--- src/rtl/usb_packet_decoder.sv ---
// USB receive packet decoder: PID check, token CRC5/address filter, data holdback.
// Define USB_PKT_CRC16_EN to build the data-packet CRC16 checker.
package types;
  typedef logic [3:0] pid_t;
  localparam pid_t PID_OUT   = 4'h1;
  localparam pid_t PID_IN    = 4'h9;
  localparam pid_t PID_SOF   = 4'h5;
  localparam pid_t PID_SETUP = 4'hD;
  localparam pid_t PID_DATA0 = 4'h3;
  localparam pid_t PID_DATA1 = 4'hB;
endpackage

module usb_packet_decoder
  import types::*;
#(
  parameter int MAX_PAYLOAD = 64,
  parameter int LEN_W       = $clog2(MAX_PAYLOAD+1)
) (
  input  logic             clk,
  input  logic             reset,
  input  logic [6:0]       dev_addr,
  input  logic [7:0]       rx_data,
  input  logic             rx_valid,
  input  logic             rx_active,
  input  logic             rx_error,
  output pid_t             pid,
  output logic             pid_valid,
  output logic [6:0]       address,
  output logic [3:0]       end_point,
  output logic             token_valid,
  output logic [7:0]       data_o,
  output logic             data_valid,
  output logic             data_done,
  output logic             crc16_ok,
  output logic [LEN_W-1:0] length,
  output logic             pkt_error
);

  localparam int CNT_W = $clog2(MAX_PAYLOAD+4);
  localparam logic [CNT_W-1:0] CNT_MIN = CNT_W'(2);
  localparam logic [CNT_W-1:0] CNT_LIM = CNT_W'(MAX_PAYLOAD+2);
  localparam logic [CNT_W-1:0] CNT_MAX = CNT_W'(MAX_PAYLOAD+3);

  typedef enum logic [2:0] {
    S_IDLE, S_PID, S_TOK1, S_TOK2,
    S_TOK_END, S_DATA, S_HS_END, S_DRAIN
  } state_t;

  state_t state_q, state_d, st_c;
  logic act_q, err_c, len_err_c;
  logic tok_c, dat_c;
  pid_t pid_q, pid_d;
  logic pidv_q, pidv_d;
  logic [6:0] addr_q, addr_d;
  logic [3:0] ep_q, ep_d;
  logic tokv_q, tokv_d;
  logic [7:0] data_q, data_d;
  logic dv_q, dv_d;
  logic done_q, done_d;
  logic [LEN_W-1:0] length_q, length_d;
  logic perr_q, perr_d;
  logic [7:0] b1_q, b1_d;
  logic [2:0] ephi_q, ephi_d;
  logic [4:0] crc5_q, crc5_d;
  logic extra_q, extra_d;
  logic [CNT_W-1:0] cnt_q, cnt_d;
  logic [LEN_W-1:0] len_q, len_d;
  logic [7:0] h0_q, h0_d, h1_q, h1_d;
`ifdef USB_PKT_CRC16_EN
  logic [15:0] crc16_q, crc16_d;
  logic crc_ok_q, crc_ok_d;
`endif

  function automatic logic [4:0] crc5_upd(
    input logic [4:0] c, input logic [7:0] b);
    logic [4:0] r;
    r = c;
    for (int i = 0; i < 8; i++)
      r = (r >> 1) ^ ((r[0] ^ b[i]) ? 5'h14 : 5'h00);
    return r;
  endfunction

`ifdef USB_PKT_CRC16_EN
  function automatic logic [15:0] crc16_upd(
    input logic [15:0] c, input logic [7:0] b);
    logic [15:0] r;
    r = c;
    for (int i = 0; i < 8; i++)
      r = (r >> 1) ^ ((r[0] ^ b[i]) ? 16'hA001 : 16'h0000);
    return r;
  endfunction
`endif

  assign tok_c = (rx_data[3:0] == PID_OUT) || (rx_data[3:0] == PID_IN)
              || (rx_data[3:0] == PID_SOF) || (rx_data[3:0] == PID_SETUP);
  assign dat_c = (rx_data[3:0] == PID_DATA0) || (rx_data[3:0] == PID_DATA1);

  always_comb begin
    state_d   = state_q;
    st_c      = state_q;
    err_c     = 1'b0;
    len_err_c = 1'b0;
    pid_d     = pid_q;
    pidv_d    = 1'b0;
    addr_d    = addr_q;
    ep_d      = ep_q;
    tokv_d    = 1'b0;
    data_d    = data_q;
    dv_d      = 1'b0;
    done_d    = 1'b0;
    length_d  = length_q;
    perr_d    = 1'b0;
    b1_d      = b1_q;
    ephi_d    = ephi_q;
    crc5_d    = crc5_q;
    extra_d   = extra_q;
    cnt_d     = cnt_q;
    len_d     = len_q;
    h0_d      = h0_q;
    h1_d      = h1_q;
`ifdef USB_PKT_CRC16_EN
    crc16_d   = crc16_q;
    crc_ok_d  = crc_ok_q;
`endif
    if (state_q == S_IDLE) begin
      if (rx_active && !act_q) state_d = S_PID;
    end else if (state_q == S_DRAIN) begin
      if (!rx_active) state_d = S_IDLE;
    end else if (rx_error) begin
      perr_d  = 1'b1;
      state_d = rx_active ? S_DRAIN : S_IDLE;
    end else begin
      // A byte arriving with the rx_active fall is consumed before EOP.
      if (rx_valid) begin
        unique case (state_q)
          S_PID: begin
            if (rx_data[7:4] == ~rx_data[3:0]) begin
              pid_d   = rx_data[3:0];
              pidv_d  = 1'b1;
              cnt_d   = '0;
              len_d   = '0;
              crc5_d  = 5'h1F;
              extra_d = 1'b0;
              h0_d    = '0;
              h1_d    = '0;
`ifdef USB_PKT_CRC16_EN
              crc16_d = 16'hFFFF;
`endif
              unique case (1'b1)
                tok_c:   st_c = S_TOK1;
                dat_c:   st_c = S_DATA;
                default: st_c = S_HS_END;
              endcase
            end else begin
              err_c = 1'b1;
            end
          end
          S_TOK1: begin
            b1_d   = rx_data;
            crc5_d = crc5_upd(crc5_q, rx_data);
            st_c   = S_TOK2;
          end
          S_TOK2: begin
            ephi_d = rx_data[2:0];
            crc5_d = crc5_upd(crc5_q, rx_data);
            st_c   = S_TOK_END;
          end
          S_TOK_END: extra_d = 1'b1;
          S_DATA: begin
            // Holdback: the byte two places back is released now.
            if (cnt_q >= CNT_MIN && cnt_q < CNT_LIM) begin
              dv_d   = 1'b1;
              data_d = h0_q;
              len_d  = len_q + LEN_W'(1);
            end
            h0_d = h1_q;
            h1_d = rx_data;
            if (cnt_q != CNT_MAX) cnt_d = cnt_q + CNT_W'(1);
`ifdef USB_PKT_CRC16_EN
            crc16_d = crc16_upd(crc16_q, rx_data);
`endif
          end
          S_HS_END: err_c = 1'b1;
          default: ;
        endcase
      end
      if (err_c) begin
        perr_d  = 1'b1;
        state_d = rx_active ? S_DRAIN : S_IDLE;
      end else if (!rx_active) begin
        state_d = S_IDLE;
        unique case (st_c)
          S_TOK1, S_TOK2: perr_d = 1'b1;
          S_TOK_END: begin
            if (extra_d || crc5_d != 5'b00110) begin
              perr_d = 1'b1;
            end else if (b1_d[6:0] == dev_addr || pid_d == PID_SOF) begin
              tokv_d = 1'b1;
              addr_d = b1_d[6:0];
              ep_d   = {ephi_d, b1_d[7]};
            end
          end
          S_DATA: begin
            len_err_c = (cnt_d < CNT_MIN) || (cnt_d > CNT_LIM);
            done_d    = 1'b1;
            length_d  = len_d;
            perr_d    = len_err_c;
`ifdef USB_PKT_CRC16_EN
            crc_ok_d  = !len_err_c && (crc16_d == 16'hB001);
`endif
          end
          default: ;
        endcase
      end else begin
        state_d = st_c;
      end
    end
  end

  always_ff @(posedge clk) begin
    if (reset) begin
      state_q  <= S_IDLE;
      act_q    <= 1'b1;
      pid_q    <= 4'h0;
      pidv_q   <= 1'b0;
      addr_q   <= '0;
      ep_q     <= '0;
      tokv_q   <= 1'b0;
      data_q   <= '0;
      dv_q     <= 1'b0;
      done_q   <= 1'b0;
      length_q <= '0;
      perr_q   <= 1'b0;
      b1_q     <= '0;
      ephi_q   <= '0;
      crc5_q   <= 5'h1F;
      extra_q  <= 1'b0;
      cnt_q    <= '0;
      len_q    <= '0;
      h0_q     <= '0;
      h1_q     <= '0;
`ifdef USB_PKT_CRC16_EN
      crc16_q  <= 16'hFFFF;
      crc_ok_q <= 1'b0;
`endif
    end else begin
      state_q  <= state_d;
      act_q    <= rx_active;
      pid_q    <= pid_d;
      pidv_q   <= pidv_d;
      addr_q   <= addr_d;
      ep_q     <= ep_d;
      tokv_q   <= tokv_d;
      data_q   <= data_d;
      dv_q     <= dv_d;
      done_q   <= done_d;
      length_q <= length_d;
      perr_q   <= perr_d;
      b1_q     <= b1_d;
      ephi_q   <= ephi_d;
      crc5_q   <= crc5_d;
      extra_q  <= extra_d;
      cnt_q    <= cnt_d;
      len_q    <= len_d;
      h0_q     <= h0_d;
      h1_q     <= h1_d;
`ifdef USB_PKT_CRC16_EN
      crc16_q  <= crc16_d;
      crc_ok_q <= crc_ok_d;
`endif
    end
  end

  assign pid         = pid_q;
  assign pid_valid   = pidv_q;
  assign address     = addr_q;
  assign end_point   = ep_q;
  assign token_valid = tokv_q;
  assign data_o      = data_q;
  assign data_valid  = dv_q;
  assign data_done   = done_q;
  assign length      = length_q;
  assign pkt_error   = perr_q;
`ifdef USB_PKT_CRC16_EN
  assign crc16_ok    = crc_ok_q;
`else
  assign crc16_ok    = 1'b1;
`endif

endmodule

--- config.mk ---
export PLATFORM = sky130hd
export DESIGN_NAME = usb_packet_decoder
export DESIGN_NICKNAME = d
export VERILOG_FILES = /design/src/rtl/usb_packet_decoder.sv
export SDC_FILE = /design/constraint.sdc
export NUM_CORES = 1
export LEC_CHECK = 0
export ABC_AREA = 1
export BUFFER_PORTS_ARGS = -buffer_cell sky130_fd_sc_hd__buf_2
export CAP_MARGIN = 10
export CORE_ASPECT_RATIO = 0.5
export CORE_MARGIN = 3
export CORE_UTILIZATION = 45
export CTS_CLUSTER_DIAMETER = 30
export DETAILED_ROUTE_END_ITERATION = 16
export PLACE_DENSITY = 0.65
export SLEW_MARGIN = 20
export SYNTH_ARGS = -nofsm -noshare
export SYNTH_HDL_FRONTEND = slang
export SYNTH_SLANG_ARGS = --single-unit
--- constraint.sdc ---
create_clock -name clk -period 2.3 [get_ports clk]
set_input_delay 0.69 -clock clk [delete_from_list [all_inputs] [get_ports clk]]
set_output_delay 0.69 -clock clk [all_outputs]
set_load 0.05 [all_outputs]
Word level (Yosys, flattened, before mapping)
Cells that the tools add are included.
- word-level logic and storage cells: 180
- bits of input ports: 20
- register bits after elaboration: 86
- multiplexer cells: 77
- order comparisons: 4
- reduce and logical (&&, ||, !) cells: 25
- bitwise logic cells: 27
- equality and inequality tests: 25
- $add $sub $neg: 2
- operators by type and width (kind ; number):
    5-bit 2-to-1 mux ; 13
    7-bit 2-to-1 mux ; 9
    8-bit 2-to-1 mux ; 6
    3-bit 2-to-1 mux ; 15
    4-bit by 5-bit XOR with 5-bit output ; 8
    8-bit case mux with 2 select lines ; 2
    7-bit case mux with 2 select lines ; 2
    4-bit 2-to-1 mux ; 6
    3-bit == test, second input constant ; 6
    1-bit 2-to-1 mux ; 18
    6-bit AND reduction ; 3
    6-bit OR reduction ; 3
    7-bit by 1-bit adder with 7-bit output, second input constant ; 2
    3-bit by 2-bit == test with 1-bit output, second input constant ; 4
    4-bit == test, second input constant ; 3
    1-bit inverter ; 10
    5-bit case mux with 2 select lines ; 1
    3-bit case mux with 3 select lines ; 1
    4-bit by 3-bit == test with 1-bit output, second input constant ; 2
    8-bit AND reduction ; 1
    8-bit OR reduction ; 1
    1-bit XOR ; 8
    7-bit == test ; 1
    7-bit by 2-bit greater-or-equal comparator with 1-bit output, second input constant ; 1
    25 further kinds ; 34

Longest topological paths before layout
Gate-level depths: netlist (run 1).
- depth after elaboration: 36
- gate-level depth with buffers: 18
- depth with buffers taken out: 16

Worst setup path before layout (run 1)
Ideal clock, no wire load.
- path kind: input-to-reg
- from: input rx_data[1]
- to: register addr_q[1], in the netlist address[1]
- stages on the path: 15
- slack: -61 ps
- data arrival time: 2299 ps
- setup time: 63 ps
- required time: 2237 ps
- cell sequence: buf_2 inv_2 nand2_1 nand2_1 nor2_4 nand3_4 buf_6 a22oi_4 nand3_2 nor2_2 nand3_2 nor3_4 buf_6 nor2_2 nor2_2
- word-level cells in the longest chain between the ends: 22
- elaborated cells on any way between the ends: 72
- those cells by class: 11 x eq/ne; 40 x mux; 14 x bitwise; 7 x reduce/logical
- RTL lines (what ; RTL line ; text):
    start, declared ; 22 ; input logic [7:0] rx_data,
    1-bit XOR ; 79 ; r = (r >> 1) ^ ((r[0] ^ b[i]) ? 5'h14 : 5'h00);
    5-bit 2-to-1 mux ; 79 ;
    4-bit by 5-bit XOR with 5-bit output (3 in a row) ; 79 ;
    1-bit XOR ; 79 ;
    5-bit 2-to-1 mux ; 79 ;
    4-bit by 5-bit XOR with 5-bit output (3 in a row) ; 79 ;
    1-bit XOR ; 79 ;
    5-bit 2-to-1 mux ; 79 ;
    [2 not listed] ; -- ;
    5-bit 2-to-1 mux ; 134 ; if (rx_valid) begin
    5-bit 2-to-1 mux ; 129 ; end else if (rx_error) begin
    5-bit 2-to-1 mux ; 127 ; end else if (state_q == S_DRAIN) begin
    5-bit 2-to-1 mux ; 125 ; if (state_q == S_IDLE) begin
    5-bit by 3-bit inequality test with 1-bit output ; 195 ; if (extra_d || crc5_d != 5'b00110) begin
    1-bit logical OR ; 195 ;
    1-bit inverter (no source line) ; -- ;
    8-bit AND reduction (no source line) ; -- ;
    end signal, assigned ; 251 ; addr_q <= addr_d;
    end, declared ; 54 ; logic [6:0] addr_q, addr_d;
Several ways; a longest one is shown, not always the timed one. The select of a mux whose other input is x is not followed.
A chain may end at the register's enable or synchronous reset.

Worst setup path in the final report (run 1)
- from: input rx_data[1]
- to: register ep_q[1], in the netlist end_point[1]
- word-level cells in the longest chain between the ends: 22
- elaborated cells on any way between the ends: 72
- those cells by class: 11 x eq/ne; 40 x mux; 14 x bitwise; 7 x reduce/logical
- RTL lines (what ; RTL line ; text):
    1-bit XOR ; 79 ;
    5-bit 2-to-1 mux ; 79 ;
    4-bit by 5-bit XOR with 5-bit output (3 in a row) ; 79 ;
    1-bit XOR ; 79 ;
    5-bit 2-to-1 mux ; 79 ;
    4-bit by 5-bit XOR with 5-bit output (3 in a row) ; 79 ;
    1-bit XOR ; 79 ;
    5-bit 2-to-1 mux ; 79 ;
    [2 not listed] ; -- ;
    5-bit 2-to-1 mux ; 134 ;
    5-bit 2-to-1 mux ; 129 ;
    5-bit 2-to-1 mux ; 127 ;
    5-bit 2-to-1 mux ; 125 ;
    5-bit by 3-bit inequality test with 1-bit output ; 195 ;
    1-bit logical OR ; 195 ;
    1-bit inverter (no source line) ; -- ;
    8-bit AND reduction (no source line) * ; -- ;
    end signal, assigned ; 252 ; ep_q <= ep_d;
    end, declared ; 55 ; logic [3:0] ep_q, ep_d;
Every way passes the cells marked *; elsewhere a longest branch is shown, timed or not. The select of a mux whose other input is x is not followed.

==> qor.yml, run 1 <==
global_routing:
  grt_pass1_wl_mm: 22.3
  grt_max_degree: 42
  globalRouteTotalUtil: 0.238
  antenna_violations_before_repair: 0
  overflow_after_grt: 0
  via_count_of_the_first_global_routing_pass: 4492
synthesis:
  synthSimpleGateAreaFrac: 0.334
  synth-adder-area-share: 0.00799
  post-synth-top-area-fraction: 0.366
  synthXorXnorAreaFrac: 0.0130
  synth-compound-area-share: 0.177
  synth_area_per_cell_um2: 6.57
  synth_top_family_by_area: "simple AND/OR/NAND/NOR gates"
  post_synth_main_area_contributors: "dfxtp_1 (37%), nand2_1 (15%), a21oi_1 (7.0%)"
  synth_enable_flop_cells: 0
  synth_seq_area_share: 0.366
  synth.distinct_cells: 39
  ys_async_sr_fraction: 0
  cell_types_with_the_highest_counts_after_synthesis: "nand2_1 (185), dfxtp_1 (86), inv_1 (71)"
  synth.area.mux_share: 0
  leading_cell_type_by_number_of_instances_after_synthesis: "nand2_1"
  synth.net_count: 739
  synth.largest_area_cell: "dfxtp_1"
  netlist_instances: 716
  synth_top_flop_cell: "dfxtp_1"
  yosysWarningCount: 0
  synth_area_um2: 4700
  yosys_register_bits: 86
placement:
  post_dp_cell_area_um2: 5700
  detailed_place_hpwl_mm: 10.0
  routabilityCongestion: 0.940
  portBuffers: 54
  detailedPlace.worstSlack_ps: -594
clock_tree:
  clkLatencyLatePin_ps: 350
  cts_max_path_buffers: 2
  clkTransAtPathRegs_ps: 70
  cts_tree: "built"
  h-tree-depth: 3
  cts-hold-fix-buffers: 0
  clkSinkCount: 86
  cts.root.buffer_cell: "clkbuf_16"
  cts_made_buffers: 9
critical_path:
  critical_path_required_time_ps: 2590
  crit_path_cell_trace: "buf_8, inv_2, nand2_2, nand2_4, nor2_4, nand3_4, buf_6, a22oi_4, nand3_2, nor2_2, nand3_2, nor3_4, clkbuf_16, nor2_2, nor2_2"
  worst_reg2reg_setup_slack_ps: 50
  worstReg2RegEnd: "end_point[1]$_SDFFE_PP0P_"
  timing.critical_path.fanout_max: 5
  worstSetupPathType: "in -> reg"
  worst_setup_path_start_kind: "input pin"
  critical-path-slowest-cell: "nor3_4"
  critical-path-top-delay-family: "simple AND/OR/NAND/NOR gates"
  crit_start: "rx_data[1]"
  timing.rr.start: "state_q[0]$_SDFFE_PP0P_"
  path_common_cell: "nor2_2"
  critPathArrivalTime_ps: 2590
  end_kind: "register"
  worstPathBufferInverterCount: 4
  ff2ff_path_depth: 14
  timing.critical_path.slowest_cell_delay_ps: 330
detailed_routing:
  vias_per_cell: 5.17
  vias: 5112
  number_of_routed_nets_with_antenna_violations: 0
  dr.pass1.iters: 7
  first_iter_violations: 339
  detail_route.drc_violations: 0
  finalWirelength_mm: 14.1
  route.detailed.wl_per_inst_um: 14.3
sta:
  final.min_clock_period_ps: 2300
  unrepaired_setup_endpoints_after_global_routing: "yes"
  clock.fmax_mhz: 434
  post-route-period-util: 1.00
  timing.clock.skew_ps: 9.45
  least_setup_slack_across_all_paths_after_layout_ps: -1.92
  finalMaxSlewViolations: 0
  final.setup.tns_ps: -1.92
  setup-violations-final: 1
  hold_viol_final: 0
die:
  die_height_um: 78.3
  start_util: 0.480
  boundaryPins: 56
  die_area_um2: 11800
  fp.dieW_um: 151
  num_rows: 25
  core_region_area_um2: 9790
final_layout:
  drive_above_1_share: 0.338
  final_design_area_no_fill_um2: 6470
  layout-area-overhead-vs-synth_pct: 37.7
  nets_finish: 872
  antenna-diode-count: 0
pwr:
  power-per-cell-area_nw_per_um2: 595
  total_leakage_power_nw: 3.09
  vdd_ir_drop_max_mv: 0.428
hold_path:
  hold_path.class: "reg -> reg"
  holdPathStages: 2
  hold_path_startpoint: "length[2]$_SDFFE_PP0P_"
  min_delay_worst_endpoint: "length[2]$_SDFFE_PP0P_"
run:
  timing.max_cap.violations: 0
outcome:
  run_status: "finished, violations left"
  violations_in_the_final_reports: "negative setup slack"
[per-stage QoR]
step / std cells / utilization / power (mW) / hold slack [ps]
6_report: 989 / 0.661 / 3.85 / 461
5_1_grt: 989 / 0.661 / 4.01 / 481
4_1_cts: 980 / 0.616 / 3.77 / 466
3_5_place_dp: 963 / 0.582 / 2.25 / 453
3_3_place_gp: 963 / 0.582 / 2.25 / 448
2_1_floorplan: 716 / - / 2.01 / 430
[logic make-up (layout without fill, tap and decap cells)]
family                   Yosys count  in the layout
AND/OR/NAND/NOR                  352            353
AO/OA/AOI/OAI                    152            152
buffers and inverters            115            252
flip-flops                        86             86
XOR/XNOR                           7              7
adder cells (fa/ha/maj)            3              3
other                              1              1
[sequential cells by signal, summed over array words and instances, names as in the netlist, 4 cells and up]
name,count
b1_q,8
data_o,8
h0_q,8
h1_q,8
address,7
cnt_q,7
len_q,7
length,7
crc5_q,5
end_point,4
pid,4
[where the power goes]
group | switching, mW | total [mW] | internal, mW
clock network | 0.634 | 1.51 | 0.877
registers | 0.0446 | 1.59 | 1.54
logic | 0.454 | 0.752 | 0.298
[metal layers]
| metal | share of wire | up-vias | GRT usage |
|---|---|---|---|
| li1 | - | 2586 | - |
| met1 | 0.48 | 2356 | 0.348 |
| met2 | 0.43 | 154 | 0.360 |
| met3 | 0.070 | 16 | 0.0519 |
| met4 | 0.012 | 0 | 0.0484 |
| met5 | 0 | - | 0 |
[cells in the final DEF (no fill, tap or decap), types with 16 or more instances in the layout]
cell | synthesis | final
a21oi_1 | 66 | 61
buf_2 | 5 | 45
buf_4 | 2 | 79
buf_6 | 4 | 16
dfxtp_1 | 86 | 82
inv_1 | 71 | 69
nand2_1 | 185 | 146
nand2_2 | 5 | 38
nand3_1 | 58 | 55
nor2_1 | 54 | 51
nor2_2 | 29 | 27
o21ai_0 | 58 | 58
[repair_timing]
item / in CTS / in global routing
cloned: 1 / 1
buffers inserted: 0 / 8
resized for setup: 6 / 108
pin swaps: 1 / 29
endpoints found under the setup margin: 11 / 37
[layout make-up]
type | instances | area, um^2
Sequential cell | 86 | 1730
Timing Repair Buffer | 148 | 1150
Clock inverter | 6 | 67.6
Clock buffer | 10 | 239
Inverter | 88 | 338
Fill cell | 864 | 3320
Multi-Input combinational cell | 516 | 2780
Tap cell | 135 | 169
[worst max-delay path by stage]
stage                                     end  cells after the start
global placement      address[1]$_SDFFE_PP0P_                     15
global route        end_point[1]$_SDFFE_PP0P_                     16
detailed placement  end_point[1]$_SDFFE_PP0P_                     15
floorplan             address[2]$_SDFFE_PP0P_                     16
finish              end_point[1]$_SDFFE_PP0P_                     15
CTS                 end_point[1]$_SDFFE_PP0P_                     17
[worst min-delay path: cells and delay by family, from the launching register on]
kind | cells | cell delay (ps)
simple gates | 1 | 60
flops | 1 | 310
compound gates | 1 | 50
(Power assumes the default switching activity.)
==> run 2: changes to the inputs <==
--- a/config.mk
+++ b/config.mk
@@ -13,7 +13,9 @@
 export CORE_UTILIZATION = 45
 export CTS_CLUSTER_DIAMETER = 30
 export DETAILED_ROUTE_END_ITERATION = 16
+export GPL_TIMING_DRIVEN = 1
 export PLACE_DENSITY = 0.65
+export REMOVE_ABC_BUFFERS = 1
 export SLEW_MARGIN = 20
 export SYNTH_ARGS = -nofsm -noshare
 export SYNTH_HDL_FRONTEND = slang
==> run 2 against run 1 <==
The flow still finishes with violations (negative setup slack). First-iteration DRC count down 21%. Global-route usage shrank 0.80 points. Non-clock buffer count did not move. Critical path depth is 1 higher. Clock power grew 7%. Total power is 1.2% higher. Register-to-register slack got worse by 160 ps. Clock skew shrank 4.1 ps. Worst hold slack got worse by 1.7 ps. Count of clock-buffer cells in the layout is the same. Via count shrank 0.94%. Critical path type unchanged. Critical endpoint is now address[2]$_SDFFE_PP0P_. Largest cell class unchanged.
==> qor.yml, run 2 (synthesis gave the netlist of run 1 again) <==
outcome:
  run_status: "finished, violations left"
  violations_in_the_final_reports: "negative setup slack"
critical_path:
  critPathArrivalTime_ps: 2710  # +120 ps
  critical-path-top-delay-family: "simple AND/OR/NAND/NOR gates"
  path_common_cell: "nand2_4"
  end_kind: "register"
  timing.critical_path.fanout_max: 7  # +2
  crit_path_cell_trace: "buf_8, inv_8, nor2_4, nand2_4, buf_6, nand2_4, o21ai_4, xnor2_2, nor3_2, nand2_1, nand2_2, nand2_4, nor3_4, clkbuf_16, nor2_2, nor2_2"
  ff2ff_path_depth: 15  # +1
  critical-path-slowest-cell: "nor3_4"
  timing.critical_path.slowest_cell_delay_ps: 330  # about the same
  worstPathBufferInverterCount: 4  # unchanged
  worst_setup_path_start_kind: "input pin"
  critical_path_required_time_ps: 2590  # about the same
  worstSetupPathType: "in -> reg"
  path_depth: 16  # +1
clock_tree:
  cts.root.buffer_cell: "clkbuf_16"
  clkTransAtPathRegs_ps: 60  # about the same
  cts_tree: "built"
  cts_made_buffers: 9  # unchanged
  clkLatencyLatePin_ps: 350  # about the same
  cts_max_path_buffers: 2  # unchanged
  clkSinkCount: 86  # unchanged
  h-tree-depth: 3  # unchanged
  cts-hold-fix-buffers: 0  # unchanged
hold_path:
  holdPathStages: 1  # -1
  hold_path.class: "reg -> reg"
run:
  timing.max_cap.violations: 0  # unchanged
die:
  die_height_um: 78.3  # unchanged
  fp.dieW_um: 151  # unchanged
  start_util: 0.480  # unchanged
  die_area_um2: 11800  # unchanged
  num_rows: 25  # unchanged
  boundaryPins: 56  # unchanged
  core_region_area_um2: 9790  # unchanged
sta:
  unrepaired_setup_endpoints_after_global_routing: "yes"
  timing.clock.skew_ps: 5.30  # -4.15 ps
  post-route-period-util: 1.05  # +0.0517
  least_setup_slack_across_all_paths_after_layout_ps: -121  # -119 ps
  hold_viol_final: 0  # unchanged
  setup-violations-final: 12  # +11
  final.min_clock_period_ps: 2420  # +119 ps
  clock.fmax_mhz: 413  # -4.9%
  finalMaxSlewViolations: 0  # unchanged
  final.setup.tns_ps: -1130  # -1130 ps
placement:
  detailedPlace.worstSlack_ps: -350  # +244 ps
  portBuffers: 54  # unchanged
  detailed_place_hpwl_mm: 9.41  # -6.0%
  routabilityCongestion: 0.945  # +0.60%
pwr:
  power-per-cell-area_nw_per_um2: 610  # +2.6%
  total_leakage_power_nw: 3.09  # +0.22%
  vdd_ir_drop_max_mv: 0.346  # -19%
detailed_routing:
  route.detailed.wl_per_inst_um: 13.9  # -2.4%
  finalWirelength_mm: 13.8  # -2.4%
  detail_route.drc_violations: 0  # unchanged
  dr.pass1.iters: 6  # -1
  vias: 5064  # -0.94%
  vias_per_cell: 5.12  # -0.94%
  number_of_routed_nets_with_antenna_violations: 0  # unchanged
  first_iter_violations: 267  # -21%
final_layout:
  layout-area-overhead-vs-synth_pct: 35.8
  most-common-layout-cells: "nand2_1 (170), buf_4 (86), dfxtp_1 (84)"
  antenna-diode-count: 0  # unchanged
  most_common_cell_after_layout_fill_and_taps_aside: "nand2_1"
  nets_finish: 873  # +0.11%
  drive_above_1_share: 0.306  # -0.0328
global_routing:
  grt_max_degree: 42  # unchanged
  antenna_violations_before_repair: 0  # unchanged
  grt_pass1_wl_mm: 21.7  # -2.7%
  globalRouteTotalUtil: 0.230  # -0.00799
  via_count_of_the_first_global_routing_pass: 4556  # +1.4%
  overflow_after_grt: 0  # unchanged
[run 2: path summary, 6_finish.rpt]
check | startpoint | to | slack [ps]
worst max-delay path | rx_valid | address[2]$_SDFFE_PP0P_ | -120
worst min-delay path | length[5]$_SDFFE_PP0P_ | length[5]$_SDFFE_PP0P_ | 460
worst max register to register | state_q[1]$_SDFFE_PP0P_ | address[2]$_SDFFE_PP0P_ | -110
worst min register to register | length[5]$_SDFFE_PP0P_ | length[5]$_SDFFE_PP0P_ | 460
[run 2: final cells by class]
cell class                 count  area [um^2]
fill                         880         3410
multi-input combinational    517         2710
sequential                    86         1730
timing repair buffer         148         1110
inverter                      88          348
clock buffer                  10          239
tap                          135          169
clock inverter                 5         82.6
[run 2: routing by layer]
metal | up-vias | part of all wire | GRT usage
li1 | 2589 | - | -
met1 | 2302 | 0.46 | 0.316
met2 | 151 | 0.45 | 0.369
met3 | 22 | 0.072 | 0.0461
met4 | 0 | 0.014 | 0.0593
met5 | - | 0 | 0
[run 2: stage by stage]
stage	instance area (um^2)	power (mW)	utilization	hold WS, ps	cells
6_report	6380	3.90	0.652	459	989
5_1_grt	6380	4.07	0.652	483	989
4_1_cts	5950	3.84	0.608	461	975
3_3_place_gp	5630	2.23	0.575	445	960
2_1_floorplan	4560	1.98	-	432	689
3_5_place_dp	5630	2.24	0.575	448	960
[run 2: timing repair]
| action | CTS | global route |
|---|---|---|
| resized for setup | 1 | 86 |
| setup endpoints to repair | 2 | 24 |
| pin swaps | 0 | 14 |
| cloned | 0 | 3 |
| setup buffers | 0 | 11 |
[run 2: where the power goes]
group          switching, mW  total [mW]  internal, mW
Clock                  0.627        1.61         0.979
Combinational          0.427       0.705         0.278
Sequential            0.0431        1.58          1.54
==> run 3: changes to the inputs <==
--- a/config.mk
+++ b/config.mk
@@ -16,6 +16,7 @@
 export GPL_TIMING_DRIVEN = 1
 export PLACE_DENSITY = 0.65
 export REMOVE_ABC_BUFFERS = 1
+export SETUP_SLACK_MARGIN = 0.1
 export SLEW_MARGIN = 20
 export SYNTH_ARGS = -nofsm -noshare
 export SYNTH_HDL_FRONTEND = slang
==> run 3 against run 2 <==
The run still ends with negative setup slack left. Routed wire length is 2.1% higher. Maximum frequency is 4.1% higher. Count of clock-buffer cells in the layout did not move. Largest power group unchanged.
==> qor.yml, run 3 (synthesis gave the netlist of run 1 again) <==
sta:
  clock.fmax_mhz: 430  # +4.1%
  least_setup_slack_across_all_paths_after_layout_ps: -24.8  # +96.1 ps
  hold_slack_ps: 459  # -0.0980 ps
  post-route-period-util: 1.01  # -0.0418
  hold_viol_final: 0  # unchanged
  final.min_clock_period_ps: 2320  # -96.1 ps
  unrepaired_setup_endpoints_after_global_routing: "yes"
  timing.clock.skew_ps: 8.37  # +3.07 ps
  setup-violations-final: 2  # -10
  final.setup.tns_ps: -28.1  # +1100 ps
  finalMaxSlewViolations: 0  # unchanged
outcome:
  run_status: "finished, violations left"
  violations_in_the_final_reports: "negative setup slack"
global_routing:
  grt_max_degree: 42  # unchanged
  via_count_of_the_first_global_routing_pass: 4691  # +3.0%
  grt_pass1_wl_mm: 22.5  # +3.9%
  overflow_after_grt: 0  # unchanged
  antenna_violations_before_repair: 0  # unchanged
  globalRouteTotalUtil: 0.240  # +0.0104
clock_tree:
  clkSinkCount: 86  # unchanged
  h-tree-depth: 3  # unchanged
  cts_made_buffers: 9  # unchanged
  clkLatencyLatePin_ps: 350  # about the same
  cts_max_path_buffers: 2  # unchanged
  clkTransAtPathRegs_ps: 60  # about the same
  cts_tree: "built"
  cts-hold-fix-buffers: 0  # unchanged
  cts.root.buffer_cell: "clkbuf_16"
detailed_routing:
  route.detailed.wl_per_inst_um: 14.0  # +0.36%
  first_iter_violations: 284  # +6.4%
  vias: 5144  # +1.6%
  dr.pass1.iters: 5  # -1
  finalWirelength_mm: 14.0  # +2.1%
  vias_per_cell: 5.11  # -0.14%
  detail_route.drc_violations: 0  # unchanged
  number_of_routed_nets_with_antenna_violations: 0  # unchanged
critical_path:
  end_kind: "register"
  worst_setup_path_start_kind: "register"
  timing.critical_path.fanout_max: 6  # -1
  ff2ff_path_depth: 15  # unchanged
  critical-path-slowest-cell: "dfxtp_4"
  worst_reg2reg_setup_slack_ps: -20  # +90 ps
  crit_path_cell_trace: "inv_2, nor2_4, nand2_2, nor2_4, nand3_4, buf_12, a22oi_4, nand3_2, nor2_4, nand3_4, nor3_4, buf_6, buf_12, nor2_4, nor2_2"
  path_common_cell: "nor2_4"
  timing.critical_path.slowest_cell_delay_ps: 360  # +30 ps
  critical-path-top-delay-family: "simple AND/OR/NAND/NOR gates"
  critical_path_required_time_ps: 2580  # about the same
  worstReg2RegEnd: "address[1]$_SDFFE_PP0P_"
  worstPathBufferInverterCount: 4  # unchanged
  timing.rr.start: "state_q[0]$_SDFFE_PP0P_"
  critPathArrivalTime_ps: 2610  # -100 ps
  worstSetupPathType: "reg -> reg"
pwr:
  vdd_ir_drop_max_mv: 0.368  # +6.3%
  power-per-cell-area_nw_per_um2: 596  # -2.3%
  post-layout-total-power_mw: 3.94  # +1.3%
  total_leakage_power_nw: 3.18  # +3.0%
final_layout:
  nets_finish: 890  # +1.9%
  layout-area-overhead-vs-synth_pct: 40.8
  post-route-util: 0.676  # +0.0238
  final_design_area_no_fill_um2: 6620  # +3.6%
  fillers: 845  # -4.0%
  drive_above_1_share: 0.327  # +0.0216
  antenna-diode-count: 0  # unchanged
  most-common-layout-cells: "nand2_1 (168), buf_4 (101), dfxtp_1 (80)"
  most_common_cell_after_layout_fill_and_taps_aside: "nand2_1"
die:
  die_area_um2: 11800  # unchanged
  boundaryPins: 56  # unchanged
  num_rows: 25  # unchanged
  fp.dieW_um: 151  # unchanged
  die_height_um: 78.3  # unchanged
  start_util: 0.480  # unchanged
  core_region_area_um2: 9790  # unchanged
placement:
  portBuffers: 54  # unchanged
  routabilityCongestion: 0.945  # unchanged
  detailed_place_hpwl_mm: 9.41  # unchanged
  post_dp_cell_area_um2: 5630  # unchanged
hold_path:
  holdPathStages: 1  # unchanged
  min_delay_worst_endpoint: "length[5]$_SDFFE_PP0P_"
  hold_path.class: "reg -> reg"
  hold_path_startpoint: "length[5]$_SDFFE_PP0P_"
run:
  timing.max_cap.violations: 0  # unchanged
[run 3: cell count changes in the layout (fill, tap and decap cells not counted), moves of 3 or more]
cell | before | now
buf_4 | 86 | 101
dfxtp_2 | 1 | 4
nor2_2 | 26 | 23
dfxtp_1 | 84 | 80
nor2_4 | 8 | 13
nand3_2 | 5 | 2
[run 3: worst max path at each step]
stage / cells after the start / from / endpoint
3_3_place_gp: 16 / rx_data[3] / address[0]$_SDFFE_PP0P_
6_report: 15 / state_q[0]$_SDFFE_PP0P_ / address[1]$_SDFFE_PP0P_
5_1_grt: 16 / crc5_q[1]$_SDFFE_PP1P_ / address[1]$_SDFFE_PP0P_
2_1_floorplan: 11 / state_q[0]$_SDFFE_PP0P_ / cnt_q[6]$_SDFFE_PP0P_
4_1_cts: 17 / rx_valid / address[1]$_SDFFE_PP0P_
3_5_place_dp: 17 / rx_data[4] / address[1]$_SDFFE_PP0P_
[run 3: routing by layer]
metal  track usage  share of wire  up-vias
met1         0.325           0.47     2339
met2         0.393           0.45      155
met3        0.0473          0.061       24
met4        0.0620          0.015        0
li1              -              -     2626
met5             0              0        -
[run 3: final cells by class]
type	instances	area, um^2	area share
repair buffers	165	1270	0.192
multi-input cells	517	2760	0.417
flip-flops and latches	86	1730	0.262
clock buffers	10	239	0.0361
clock inverters	5	82.6	0.0125
well taps	135	169	0.0255
inverters	88	363	0.0548
[run 3: stage by stage]
step / cells / setup WS, ps
2_1_floorplan: 689 / -1100
3_3_place_gp: 960 / -309
3_5_place_dp: 960 / -350
4_1_cts: 986 / 66.3
5_1_grt: 1006 / -141
6_report: 1006 / -24.8
[run 3: where the power goes]
part / internal [mW] / switching, mW / leakage, nW / total (mW)
clock network: 0.980 / 0.628 / 0.159 / 1.61
registers: 1.54 / 0.0421 / 0.699 / 1.58
logic: 0.310 / 0.443 / 2.33 / 0.753
[run 3: worst register-to-register path: stages (launching register included)]
cell	delay, ps
dfxtp_4	360
inv_2	50
nor2_4	110
nand2_2	90
nor2_4	160
nand3_4	130
buf_12	160
a22oi_4	180
nand3_2	130
nor2_4	140
nand3_4	110
nor3_4	260
buf_6	140
buf_12	120
nor2_4	40
nor2_2	110
[run 3: repair_timing]
item                                    CTS  global route
cloned                                    3             0
endpoints found under the setup margin   12            45
resized for setup                        38            75
pin swaps                                 2            27
buffers inserted                          8            20
